## src/rtl/sequencer_supervisor.sv

```systemverilog
// Supervisory controller in front of the rail sequencer: arbitrates power-on requests into ENABLE,
// enforces minimum off time and power-good timeout, latches faults. Optional watchdog: SEQ_SUP_WDOG_EN.
module sequencer_supervisor #(
    parameter int  NUM_REQ        = 3,
    parameter int  MIN_OFF_CYC    = 1000,
    parameter int  PG_TIMEOUT_CYC = 50000,
    parameter int  WDOG_CYC       = 100000,
    localparam int OW             = (NUM_REQ > 1) ? $clog2(NUM_REQ) : 1
) (
    input  logic               CLOCK,
    input  logic               RESET_N,
    input  logic [NUM_REQ-1:0] REQ_ON,
    input  logic               REQ_KILL,
    input  logic               NFAULT_IN,
    input  logic               PWRGD_ALL,
    input  logic               CFG_WR,
    input  logic [2:0]         CFG_RETRIES,
    input  logic [2:0]         CFG_TIMEOUTDLY,
    output logic               CFG_ACK,
    output logic               CFG_ERR,
    output logic               SEQ_ENABLE,
    output logic [2:0]         REG_RETRIES,
    output logic [2:0]         REG_TIMEOUTDLY,
    output logic [OW-1:0]      OWNER,
    output logic [2:0]         STATE,
    output logic               PWR_OK,
    output logic [7:0]         FAULT_CNT,
    input  logic               WDOG_KICK
);

    localparam int MAX_AB  = (MIN_OFF_CYC > PG_TIMEOUT_CYC) ? MIN_OFF_CYC : PG_TIMEOUT_CYC;
    localparam int MAX_CYC = (MAX_AB > WDOG_CYC) ? MAX_AB : WDOG_CYC;
    localparam int CW      = $clog2(MAX_CYC + 1);

    typedef enum logic [2:0] {
        ST_OFF        = 3'd0,
        ST_ON_WAIT    = 3'd1,
        ST_ON         = 3'd2,
        ST_OFF_HOLD   = 3'd3,
        ST_FAULT_LOCK = 3'd4
    } state_t;

    state_t              state_q, state_d;
    logic [CW-1:0]       cnt_q, cnt_d;
    logic [OW-1:0]       owner_q, owner_d;
    logic                seq_enable_q, seq_enable_d;
    logic                pwr_ok_q, pwr_ok_d;
    logic [7:0]          fault_cnt_q, fault_cnt_d;
    logic                cfg_ack_q, cfg_ack_d;
    logic                cfg_err_q, cfg_err_d;
    logic [2:0]          retries_q, retries_d;
    logic [2:0]          tdly_q, tdly_d;

    logic                nfault_meta_q, nfault_sync_q;
    logic                pg_meta_q, pg_sync_q, pg_prev_q;
    logic [NUM_REQ-1:0]  req_p1_q, req_p2_q;
    logic                kill_p1_q, kill_p2_q;

    logic                any_req_s;
    logic                fault_s;
    logic                pg_lost_s;
    logic                wdog_expire_s;
    logic                wdog_trip_s;
    logic                fault_inc_s;

    function automatic logic [OW-1:0] lowest_idx(input logic [NUM_REQ-1:0] req);
        logic [OW-1:0] idx;
        idx = '0;
        for (int i = NUM_REQ - 1; i >= 0; i--) begin
            idx = req[i] ? OW'(i) : idx;
        end
        return idx;
    endfunction

    // Async inputs get 2-FF synchronizers; sync requests/kill are delayed to stay aligned with them
    always_ff @(posedge CLOCK or negedge RESET_N) begin
        if (!RESET_N) begin
            nfault_meta_q <= 1'b1;
            nfault_sync_q <= 1'b1;
            pg_meta_q     <= 1'b0;
            pg_sync_q     <= 1'b0;
            pg_prev_q     <= 1'b0;
            req_p1_q      <= '0;
            req_p2_q      <= '0;
            kill_p1_q     <= 1'b0;
            kill_p2_q     <= 1'b0;
        end else begin
            nfault_meta_q <= NFAULT_IN;
            nfault_sync_q <= nfault_meta_q;
            pg_meta_q     <= PWRGD_ALL;
            pg_sync_q     <= pg_meta_q;
            pg_prev_q     <= pg_sync_q;
            req_p1_q      <= REQ_ON;
            req_p2_q      <= req_p1_q;
            kill_p1_q     <= REQ_KILL;
            kill_p2_q     <= kill_p1_q;
        end
    end

    assign any_req_s = (|req_p2_q) & ~kill_p2_q;
    assign fault_s   = ~nfault_sync_q;
    assign pg_lost_s = ~pg_sync_q & ~pg_prev_q;

`ifdef SEQ_SUP_WDOG_EN
    localparam int WW = $clog2(WDOG_CYC + 1);
    logic [WW-1:0] wdog_q, wdog_d;

    assign wdog_expire_s = (state_q == ST_ON) && (wdog_q == WW'(WDOG_CYC - 1)) && !WDOG_KICK;

    // Watchdog counts only while ON; a kick or any other state clears it
    always_comb begin
        if ((state_q != ST_ON) || WDOG_KICK) begin
            wdog_d = '0;
        end else begin
            wdog_d = wdog_q + WW'(1);
        end
    end

    // Watchdog counter register
    always_ff @(posedge CLOCK or negedge RESET_N) begin
        if (!RESET_N) begin
            wdog_q <= '0;
        end else begin
            wdog_q <= wdog_d;
        end
    end
`else
    logic unused_wdog_kick_s;
    assign unused_wdog_kick_s = WDOG_KICK;
    assign wdog_expire_s      = 1'b0;
`endif

    // Next-state logic; in ON a fault outranks a kill so it is always counted
    always_comb begin
        state_d     = state_q;
        wdog_trip_s = 1'b0;
        case (state_q)
            ST_OFF: begin
                if (any_req_s) state_d = ST_ON_WAIT;
                else           state_d = ST_OFF;
            end
            ST_ON_WAIT: begin
                if (kill_p2_q)                                state_d = ST_OFF_HOLD;
                else if (fault_s)                             state_d = ST_FAULT_LOCK;
                else if (!any_req_s)                          state_d = ST_OFF_HOLD;
                else if (pg_sync_q)                           state_d = ST_ON;
                else if (cnt_q == CW'(PG_TIMEOUT_CYC - 1))    state_d = ST_FAULT_LOCK;
                else                                          state_d = ST_ON_WAIT;
            end
            ST_ON: begin
                if (fault_s || pg_lost_s) begin
                    state_d = ST_FAULT_LOCK;
                end else if (!any_req_s) begin
                    state_d = ST_OFF_HOLD;
                end else if (wdog_expire_s) begin
                    state_d     = ST_OFF_HOLD;
                    wdog_trip_s = 1'b1;
                end else begin
                    state_d = ST_ON;
                end
            end
            ST_OFF_HOLD: begin
                if (cnt_q == CW'(MIN_OFF_CYC - 1)) state_d = ST_OFF;
                else                               state_d = ST_OFF_HOLD;
            end
            ST_FAULT_LOCK: begin
                if ((req_p2_q == '0) && !fault_s) state_d = ST_OFF_HOLD;
                else                              state_d = ST_FAULT_LOCK;
            end
            default: state_d = ST_OFF;
        endcase
    end

    // Output/datapath next values; outputs are registered from the next state
    always_comb begin
        seq_enable_d = (state_d == ST_ON_WAIT) || (state_d == ST_ON);
        pwr_ok_d     = (state_d == ST_ON);

        if (state_d != state_q) begin
            cnt_d = '0;
        end else if ((state_q == ST_ON_WAIT) || (state_q == ST_OFF_HOLD)) begin
            cnt_d = cnt_q + CW'(1);
        end else begin
            cnt_d = cnt_q;
        end

        if ((state_q == ST_OFF) && (state_d == ST_ON_WAIT)) begin
            owner_d = lowest_idx(req_p2_q);
        end else begin
            owner_d = owner_q;
        end

        fault_inc_s = ((state_d == ST_FAULT_LOCK) && (state_q != ST_FAULT_LOCK)) || wdog_trip_s;
        if (fault_inc_s && (fault_cnt_q != 8'hFF)) begin
            fault_cnt_d = fault_cnt_q + 8'd1;
        end else begin
            fault_cnt_d = fault_cnt_q;
        end

        cfg_ack_d = CFG_WR;
        cfg_err_d = CFG_WR && (state_q != ST_OFF);
        if (CFG_WR && (state_q == ST_OFF)) begin
            retries_d = CFG_RETRIES;
            tdly_d    = CFG_TIMEOUTDLY;
        end else begin
            retries_d = retries_q;
            tdly_d    = tdly_q;
        end
    end

    // State and output registers
    always_ff @(posedge CLOCK or negedge RESET_N) begin
        if (!RESET_N) begin
            state_q      <= ST_OFF;
            cnt_q        <= '0;
            owner_q      <= '0;
            seq_enable_q <= 1'b0;
            pwr_ok_q     <= 1'b0;
            fault_cnt_q  <= 8'd0;
            cfg_ack_q    <= 1'b0;
            cfg_err_q    <= 1'b0;
            retries_q    <= 3'd0;
            tdly_q       <= 3'd0;
        end else begin
            state_q      <= state_d;
            cnt_q        <= cnt_d;
            owner_q      <= owner_d;
            seq_enable_q <= seq_enable_d;
            pwr_ok_q     <= pwr_ok_d;
            fault_cnt_q  <= fault_cnt_d;
            cfg_ack_q    <= cfg_ack_d;
            cfg_err_q    <= cfg_err_d;
            retries_q    <= retries_d;
            tdly_q       <= tdly_d;
        end
    end

    assign STATE          = state_q;
    assign SEQ_ENABLE     = seq_enable_q;
    assign PWR_OK         = pwr_ok_q;
    assign OWNER          = owner_q;
    assign FAULT_CNT      = fault_cnt_q;
    assign CFG_ACK        = cfg_ack_q;
    assign CFG_ERR        = cfg_err_q;
    assign REG_RETRIES    = retries_q;
    assign REG_TIMEOUTDLY = tdly_q;

endmodule

```

## config.mk

```make
export PLATFORM = sky130hd
export DESIGN_NAME = sequencer_supervisor
export DESIGN_NICKNAME = d
export VERILOG_FILES = /design/src/rtl/sequencer_supervisor.sv
export SDC_FILE = /design/constraint.sdc
export NUM_CORES = 1
export LEC_CHECK = 0
export ABC_CLOCK_PERIOD_IN_PS = 3000
export BUFFER_PORTS_ARGS = -buffer_cell sky130_fd_sc_hd__buf_2
export CAP_MARGIN = 15
export CORE_MARGIN = 8
export CORE_UTILIZATION = 40
export DETAILED_ROUTE_END_ITERATION = 12
export PLACE_DENSITY = 0.57
export SETUP_SLACK_MARGIN = 0.5
export SYNTH_ARGS = -nofsm -noshare
export SYNTH_HDL_FRONTEND = slang
export SYNTH_SLANG_ARGS = --single-unit
```

## constraint.sdc

```tcl
create_clock -name CLOCK -period 3 [get_ports CLOCK]
set_input_delay 0.6 -clock CLOCK [delete_from_list [all_inputs] [get_ports CLOCK]]
set_output_delay 0.6 -clock CLOCK [all_outputs]
set_load 0.01 [all_outputs]
```

==> results.sh, run 1 <==
export IMPL_status="finished, final reports clean"
export IMPL_vias_per_cell=4.876
export IMPL_clock_latency_ns=0.30
export IMPL_grt_ovfl_total=0
export IMPL_hpwl_um=3067
export IMPL_syn_area_per_cell_um2=11.48
export IMPL_gp_congestion=0.8388
export IMPL_firstDrtPassIters=4
export IMPL_globalRouteTotalUtil_pct=10.71
export IMPL_yosysTopAreaCellShare_pct=55.05
export IMPL_ys_flop_type="dfrtp_1"
export IMPL_p_sw_share_pct=33.14
export IMPL_grt_pass1_wl_um=7534
export IMPL_setup_tns_final_ns=0
export IMPL_fillers=535
export IMPL_path_class="reg -> reg"
export IMPL_hold_ws_ns=0.3548
export IMPL_crit_cells=7
export IMPL_drtAntennaViolNets=0
export IMPL_multi_input_comb_area_um2=930.9
export IMPL_vias=1536
export IMPL_drtIter0Drc=34
export IMPL_port_buffers=37
export IMPL_clk_pin_slew_ns=0.09
export IMPL_rsz0062_at_grt="false"
export IMPL_power_share_sequential_pct=45.7
export IMPL_fmax_ghz=0.4437
export IMPL_nets=260
export IMPL_cts_hold_buf=0
export IMPL_final_max_slew_viol_count=0
export IMPL_peakVddDrop_mv=0.4347
export IMPL_synth_edf_count=0
export IMPL_seq_area_mm2=0.001329
export IMPL_ff2ff_path_depth=7
export IMPL_cts_buffers=5
export IMPL_antenna_cells=0
export IMPL_dieHeight_um=92.13
export IMPL_root_buffer="clkbuf_8"
export IMPL_finalCritPeriodShare_pct=75.13
export IMPL_whs_path_depth=0
export IMPL_cts_resized=0
export IMPL_cpMaxStageDelayCell="o32a_4"
export IMPL_hold_viol_final=0
export IMPL_p_sw_w=0.0007088
export IMPL_yosysWarnings=0
export IMPL_seq_area_frac_synth_pct=57.31
export IMPL_post_cts_setup_buffers=0
export IMPL_critPathMaxFanout=16
export IMPL_remaining_drc_errors=0
export IMPL_tightest_slew_ns=0.8479
export IMPL_num_io_pins=39
export IMPL_clock_skew_ns=0.005445
export IMPL_grt_pass1_vias=1658
export IMPL_die_area_mm2=0.008488
export IMPL_arrival_ns=2.50
export IMPL_wl_per_cell_um=13.25
export IMPL_drive_gt1_share_pct=26.34
export IMPL_final_common_cell="dfrtp_1"
export IMPL_synth_area_leaders="dfrtp_1 55%, xor2_1 5.3%, nor2_1 3.6%"
export IMPL_antenna_found_initial=0
export IMPL_area_delta_synth_final_pct=16.30
export IMPL_cp_top_family="simple AND/OR/NAND/NOR gates"
export IMPL_synth_area_leader_cell="dfrtp_1"
export IMPL_max_cap_viol_count=0
export IMPL_clock_sinks=53
export IMPL_p_int_w=0.001430
export IMPL_synth_cell_types=45
export IMPL_endpoint_kind="flop"
export IMPL_die_x_um=92.13
export IMPL_num_rows=27
export IMPL_ys_async_sr_fraction_pct=100.0
export IMPL_worst_setup_path_start_kind="flop"
export IMPL_syn_inst=202
export IMPL_relSlewSlack_pct=43.47
export IMPL_cp_required_ns=3.24
export IMPL_final_cell_mix="51 x dfrtp_1, 37 x buf_2, 22 x nor2_1"
export IMPL_hold_path_class="reg -> reg"
export IMPL_grt_max_degree=40
export IMPL_path_cells="ha_1 -> nor4bb_1 -> nand3_1 -> o211ai_2 -> nand4_1 -> o32a_4 -> and2b_1"
export IMPL_power_density_mw_per_mm2=793.3
export IMPL_core_area_mm2=0.005540
export IMPL_setup_viol=0
export IMPL_crit_path_max_incr_delay_ns=0.47
export IMPL_crit_buf_inv=0
export IMPL_start_util_pct=41.85
export IMPL_cts_tree="done"
export IMPL_period_needed_ns=2.254
export IMPL_synth_seq_cells=53
export IMPL_htreeDepth=2
export IMPL_syn_nets=220
export IMPL_p_leak_nw=1.237
export IMPL_power_share_combinational_pct=31.2
export IMPL_cts_path_max_buffers=2
export IMPL_syn_area_mm2=0.002318
export IMPL_routed_wl_um=4173
export IMPL_regToRegSetupSlack_ns=0.75
export IMPL_power_frac_clock_pct=23.1
[flip-flops by register name, summed over array words and instances, names as in the netlist]
signal          count
CFG_ERR             1
STATE               3
SEQ_ENABLE          1
req_p2_q            3
kill_p2_q           1
pg_meta_q           1
REG_TIMEOUTDLY      3
OWNER               2
REG_RETRIES         3
req_p1_q            3
nfault_meta_q       1
PWR_OK              1
pg_prev_q           1
FAULT_CNT           8
cnt_q              17
nfault_sync_q       1
kill_p1_q           1
CFG_ACK             1
pg_sync_q           1
[worst register-to-register path: cells and delay by family (launching register included)]
| kind | cells | cell delay (ns) |
|---|---|---|
| fa+ha+maj | 1 | 0.25 |
| compound gates | 2 | 0.69 |
| flops | 1 | 0.38 |
| simple gates | 4 | 0.89 |
[path summary, 6_finish.rpt]
kind,from,end
min reg2reg,req_p1_q[2]$_DFF_PN0_,req_p2_q[2]$_DFF_PN0_
max in group asynchronous,RESET_N,nfault_meta_q$_DFF_PN1_
max reg2reg,cnt_q[1]$_DFFE_PN0P_,cnt_q[15]$_DFFE_PN0P_
min,req_p1_q[2]$_DFF_PN0_,req_p2_q[2]$_DFF_PN0_
max,cnt_q[1]$_DFFE_PN0P_,cnt_q[15]$_DFFE_PN0P_
min in group asynchronous,RESET_N,cnt_q[6]$_DFFE_PN0P_
[power by group through the flow]
stage	clock network, W	logic (W)	registers (W)
global placement	0	0.000686	0.000991
detailed placement	0	0.000685	0.000993
finish	0.000495	0.000667	0.000978
CTS	0.000520	0.000686	0.000981
global route	0.000542	0.000748	0.00101
floorplan	0	0.000459	0.00101
[kinds of logic (layout without fill, tap and decap cells)]
group | after synthesis | after routing | share of synthesized area [%]
xor+xnor | 23 | 23 | 8.689
flops | 53 | 53 | 57.31
simple gates | 82 | 82 | 19.16
fa+ha+maj | 2 | 2 | 1.079
compound gates | 21 | 21 | 6.962
buf+inv | 12 | 53 | 2.537
mux | 9 | 9 | 4.263
[through the flow]
step	util, %	power [W]	worst slack [ns]	instances	instance area (µm²)
2_1_floorplan	-	0.001465	0.9963	202	2318
3_3_place_gp	46.50	0.001676	0.7618	307	2576
3_5_place_dp	46.50	0.001678	0.7613	307	2576
4_1_cts	48.67	0.002187	0.7367	315	2696
5_1_grt	48.67	0.002295	0.5050	315	2696
6_report	48.67	0.002139	0.7462	315	2696
[layer usage]
layer	global-route usage, %	vias to the layer above	share of wire (%)
li1	-	779	-
met1	13.29	718	48
met2	16.92	34	47
met3	3.504	5	4.5
met4	4.027	0	0.91
met5	0	-	0
[synth_stat cells (all sizes together), types with 2 or more instances]
cell and count:
buf 4, nor2 22, clkbuf 3, a21oi 4, nand4 7, nor3 5, nor2b 5, xnor2 9
o211ai 4, dfrtp 51, nand3 9, and2 2, mux2 7, xor2 14, and4 2, nand2 13
dfstp 2, nor4 2, o21ai 4, mux2i 2, inv 5, and3 8, ha 2
[layout make-up]
type	count	share of cell area, %
well taps	72	3.341
clock buffers	6	3.063
multi-input cells	137	34.52
repair buffers	40	7.703
inverters	5	0.6961
clock inverters	2	1.392
flip-flops and latches	53	49.28
(Power assumes the default switching activity.)
==> inputs of run 2 (changes only) <==
Settings changed: ABC_CLOCK_PERIOD_IN_PS 3000 to 2300.
Clock period 3 ns to 2.3 ns, I/O delays scaled along.
==> results.sh, run 2 (synthesized netlist as in run 1, its figures left out) <==
export IMPL_status="finished, final reports clean"
export IMPL_power_density_mw_per_mm2=995.4
export IMPL_hold_ws_ns=0.1369
export IMPL_path_class="reg -> reg"
export IMPL_final_common_cell="dfrtp_1"
export IMPL_gp_congestion=0.8751
export IMPL_cts_buffers=5
export IMPL_htreeDepth=2
export IMPL_regToRegSetupSlack_ns=0.21
export IMPL_largest_register_ffs=17
export IMPL_setup_tns_final_ns=0
export IMPL_power_w=0.002907
export IMPL_grt_max_degree=30
export IMPL_grt_pass1_wl_um=7900
export IMPL_grt_ovfl_total=0
export IMPL_rsz0062_at_grt="true"
export IMPL_routed_wl_um=4671
export IMPL_clock_skew_ns=0.007044
export IMPL_drtAntennaViolNets=0
export IMPL_finalCritPeriodShare_pct=90.93
export IMPL_num_io_pins=39
export IMPL_antenna_cells=0
export IMPL_critPathMaxFanout=8
export IMPL_wl_per_cell_um=14.07
export IMPL_drtIter0Drc=58
export IMPL_regMostFlops="cnt_q"
export IMPL_max_cap_viol_count=0
export IMPL_hold_viol_final=0
export IMPL_root_buffer="clkbuf_8"
export IMPL_tightest_slew_ns=0.5711
export IMPL_path_cells="or4_4 -> o211ai_2 -> nand4_1 -> buf_4 -> o32a_4 -> and2b_1"
export IMPL_hold_path_class="in -> async"
export IMPL_fmax_ghz=0.4782
export IMPL_design_area_mm2=0.002920
export IMPL_finalWorstSetupSlack_ns=0.2086
export IMPL_die_x_um=92.13
export IMPL_vias_per_cell=4.949
export IMPL_cts_tree="done"
export IMPL_worst_setup_path_start_kind="flop"
export IMPL_port_buffers=37
export IMPL_cpMaxStageDelayCell="or4_4"
export IMPL_grt_pass1_vias=1682
export IMPL_clock_sinks=53
export IMPL_relSlewSlack_pct=61.93
export IMPL_final_cell_mix="48 x dfrtp_1, 37 x buf_2, 18 x buf_4"
export IMPL_antenna_found_initial=0
export IMPL_cp_required_ns=2.55
export IMPL_area_delta_synth_final_pct=25.96
export IMPL_vias=1643
export IMPL_peakVddDrop_mv=0.5387
export IMPL_p_leak_nw=1.335
export IMPL_hpwl_um=3142
export IMPL_arrival_ns=2.34
export IMPL_num_rows=27
export IMPL_period_needed_ns=2.091
export IMPL_core_area_mm2=0.005540
export IMPL_endpoint_kind="flop"
export IMPL_firstDrtPassIters=4
export IMPL_clk_pin_slew_ns=0.09
export IMPL_dieHeight_um=92.13
export IMPL_cts_path_max_buffers=2
export IMPL_nets=277
export IMPL_clock_latency_ns=0.31
export IMPL_remaining_drc_errors=0
export IMPL_place_ws_ns=0.2451
export IMPL_die_area_mm2=0.008488
export IMPL_crit_path_max_incr_delay_ns=0.55
export IMPL_globalRouteTotalUtil_pct=11.43
export IMPL_start_util_pct=41.85
export IMPL_setup_viol=0
export IMPL_drive_gt1_share_pct=37.31
export IMPL_final_max_slew_viol_count=0
export IMPL_place_area_mm2=0.002649
[run 2: timing repair]
| action | 4_1_cts | 5_1_grt |
|---|---|---|
| pin swaps | 4 | 5 |
| hold buffers | 0 | 0 |
| gates resized for setup | 5 | 11 |
| gates cloned | 1 | 0 |
| endpoints found under the setup margin | 27 | 28 |
| buffers inserted | 6 | 7 |
[run 2: per-stage QoR]
stage	instances	util (%)
6_report	332	52.71
5_1_grt	332	52.71
4_1_cts	325	51.13
3_5_place_dp	310	47.81
3_3_place_gp	310	47.81
2_1_floorplan	202	-
[run 2: worst max-delay path: cells and delay by family (launching register included)]
kind	cells	cell delay (ns)
compound gates	2	0.56
flops	1	0.41
simple gates	3	0.90
buf+inv	1	0.17
[run 2: layer usage]
| metal | GRT usage, % | up-vias | share of wire [%] |
|---|---|---|---|
| met3 | 3.178 | 4 | 3.3 |
| met2 | 18.00 | 23 | 48 |
| met4 | 4.430 | 0 | 1.0 |
| li1 | - | 819 | - |
| met5 | 0 | - | 0 |
| met1 | 14.52 | 797 | 48 |
[run 2: worst paths after layout]
kind / startpoint / to / depth (start not counted)
worst max-delay path: cnt_q[3]$_DFFE_PN0P_ / cnt_q[15]$_DFFE_PN0P_ / 6
worst min-delay path: RESET_N / cnt_q[15]$_DFFE_PN0P_ / 1
worst max register to register: cnt_q[3]$_DFFE_PN0P_ / cnt_q[15]$_DFFE_PN0P_ / 6
worst min register to register: req_p1_q[0]$_DFF_PN0_ / req_p2_q[0]$_DFF_PN0_ / 0
max in group asynchronous: RESET_N / nfault_meta_q$_DFF_PN1_ / 2
min in group CLOCK: NFAULT_IN / nfault_meta_q$_DFF_PN1_ / 1
[run 2: cell type report]
type / instances / area, µm²
fill: 500 / 2620
sequential: 53 / 1333
multi-input combinational: 138 / 1039
timing repair buffer: 56 / 340.3
tap: 72 / 90.09
clock buffer: 6 / 82.58
inverter: 5 / 18.77
clock inverter: 2 / 17.52
[run 2: power by group]
| part | total [W] | internal (W) | switching (W) |
|---|---|---|---|
| clock | 0.000564 | 0.000250 | 0.000314 |
| sequential | 0.00128 | 0.00111 | 0.000171 |
| combinational | 0.00106 | 0.000503 | 0.000554 |
| total | 0.00291 | 0.00187 | 0.00104 |
==> inputs of run 3 (changes only) <==
Settings changed: CORE_UTILIZATION 40 to 32, PLACE_DENSITY 0.57 to 0.47.
==> results.sh, run 3 (synthesized netlist as in run 1, its figures left out) <==
export IMPL_regToRegEndpoint="cnt_q[15]$_DFFE_PN0P_"
export IMPL_clock_latency_ns=0.32
export IMPL_status="finished, final reports clean"
export IMPL_firstDrtPassIters=4
export IMPL_worstReg2RegStart="cnt_q[3]$_DFFE_PN0P_"
export IMPL_core_area_mm2=0.007137
export IMPL_vias=1665
export IMPL_wl_per_cell_um=13.59
export IMPL_drive_gt1_share_pct=36.84
export IMPL_crit_buf_inv=0
export IMPL_finalCritPeriodShare_pct=87.90
export IMPL_power_density_mw_per_mm2=975.9
export IMPL_num_io_pins=39
export IMPL_finalWorstSetupSlack_ns=0.2783
export IMPL_critPathMaxFanout=16
export IMPL_regMostFlops="cnt_q"
export IMPL_cpMaxStageDelayCell="or4_4"
export IMPL_vias_per_cell=4.562
export IMPL_remaining_drc_errors=0
export IMPL_antenna_cells=0
export IMPL_peakVddDrop_mv=0.5703
export IMPL_start_util_pct=32.49
export IMPL_hpwl_um=3442
export IMPL_worst_setup_path_start_kind="flop"
export IMPL_holdCritStartpoint="NFAULT_IN"
export IMPL_routed_wl_um=4961
export IMPL_wl_met2_um=2377
export IMPL_fillers=719
export IMPL_arrival_ns=2.28
export IMPL_die_x_um=101.1
export IMPL_whs_path_depth=1
export IMPL_root_buffer="clkbuf_8"
export IMPL_largest_register_ffs=17
export IMPL_cp_top_family="simple AND/OR/NAND/NOR gates"
export IMPL_final_cell_mix="50 x dfrtp_1, 37 x buf_2, 23 x buf_4"
export IMPL_cts_tree="done"
export IMPL_relSlewSlack_pct=75.85
export IMPL_htreeDepth=2
export IMPL_setup_viol=0
export IMPL_globalRouteTotalUtil_pct=10.22
export IMPL_cts_path_max_buffers=2
export IMPL_clk_pin_slew_ns=0.11
export IMPL_tightest_slew_ns=0.3622
export IMPL_period_needed_ns=2.022
export IMPL_grt_pass1_wl_um=8328
export IMPL_path_cells="or4_4 -> o211ai_2 -> nand4_1 -> o32a_4 -> and2b_1"
export IMPL_regToRegSetupSlack_ns=0.28
export IMPL_whs_endpoint="nfault_meta_q$_DFF_PN1_"
export IMPL_area_delta_synth_final_pct=29.36
export IMPL_final_cells=365
export IMPL_routed_top_layer="met4"
export IMPL_grt_ovfl_total=0
export IMPL_drtIter0Drc=50
export IMPL_hold_path_class="in -> reg"
export IMPL_grt_pass1_vias=1709
export IMPL_cp_required_ns=2.56
export IMPL_dieHeight_um=101.1
export IMPL_cts_buffers=5
export IMPL_rsz0062_at_grt="true"
export IMPL_die_area_mm2=0.01023
export IMPL_met3_length_um=173
export IMPL_num_rows=31
export IMPL_nets=283
export IMPL_place_ws_ns=0.2181
export IMPL_endpoint_kind="flop"
export IMPL_max_cap_viol_count=0
export IMPL_dp_cells=339
export IMPL_hold_viol_final=0
export IMPL_gp_congestion=0.8299
export IMPL_p_leak_nw=1.377
export IMPL_drtAntennaViolNets=0
export IMPL_antenna_found_initial=0
export IMPL_met1Wirelength_um=2375
export IMPL_crit_path_max_incr_delay_ns=0.55
export IMPL_fmax_ghz=0.4946
export IMPL_ff2ff_path_depth=5
export IMPL_final_common_cell="dfrtp_1"
export IMPL_port_buffers=37
export IMPL_final_max_slew_viol_count=0
export IMPL_path_class="reg -> reg"
export IMPL_clock_sinks=53
export IMPL_clock_skew_ns=0.01480
export IMPL_setup_tns_final_ns=0
export IMPL_grt_max_degree=25
==> run 3: timing repair <==
| item | in CTS | in global routing |
|---|---|---|
| hold buffers | 1 | 0 |
| pin swaps | 2 | 0 |
| endpoints found under the hold margin | 9 | 0 |
| gates cloned | 0 | 0 |
| setup endpoints to repair | 28 | 34 |
| gates resized for setup | 9 | 4 |
| setup buffers | 14 | 3 |
==> run 3: layer usage <==
layer | global-route usage, % | vias up
li1 | - | 826
met1 | 13.32 | 808
met2 | 16.24 | 27
met3 | 2.555 | 4
met4 | 3.093 | 0
met5 | 0 | -
==> run 3: metrics by stage <==
stage          hold slack, ns  total power (W)  util (%)  cell area, µm²
6_report               0.2262         0.002927     42.02            2999
5_1_grt                0.2088         0.003136     42.02            2999
4_1_cts                0.2206         0.002966     41.48            2960
3_5_place_dp           0.3358         0.002241     37.62            2685
3_3_place_gp           0.3313         0.002236     37.62            2685
2_1_floorplan          0.1644         0.001928         -            2362
==> run 3: final cells by class <==
type / count / area, µm² / area share (%)
Sequential cell: 53 / 1330 / 44.35
Multi-Input combinational cell: 137 / 1017 / 33.92
Timing Repair Buffer: 63 / 390.4 / 13.02
Tap cell: 99 / 123.9 / 4.130
Clock buffer: 5 / 68.82 / 2.295
Clock inverter: 3 / 50.05 / 1.669
Inverter: 5 / 18.77 / 0.6258
==> run 3: worst register-to-register path: stages (launching register included) <==
cell and delay [ns]:
dfrtp_1 0.40, or4_4 0.55, o211ai_2 0.21, nand4_1 0.16, o32a_4 0.43, and2b_1 0.22
==> run 3: power by group <==
group	internal [W]	switching, W
combinational	0.000458	0.000517
sequential	0.00111	0.000170
clock	0.000334	0.000336
total	0.00190	0.00102
==> run 3: worst max path at each step <==
stage                    startpoint                    end  slack, ns  cells after the start
2_1_floorplan  cnt_q[3]$_DFFE_PN0P_   cnt_q[8]$_DFFE_PN0P_       0.41                      6
3_3_place_gp   cnt_q[5]$_DFFE_PN0P_  cnt_q[15]$_DFFE_PN0P_       0.23                      6
3_5_place_dp   cnt_q[5]$_DFFE_PN0P_  cnt_q[15]$_DFFE_PN0P_       0.22                      6
4_1_cts        cnt_q[3]$_DFFE_PN0P_  cnt_q[15]$_DFFE_PN0P_       0.25                      5
5_1_grt        cnt_q[1]$_DFFE_PN0P_  cnt_q[15]$_DFFE_PN0P_       0.18                      7
6_report       cnt_q[3]$_DFFE_PN0P_  cnt_q[15]$_DFFE_PN0P_       0.28                      5
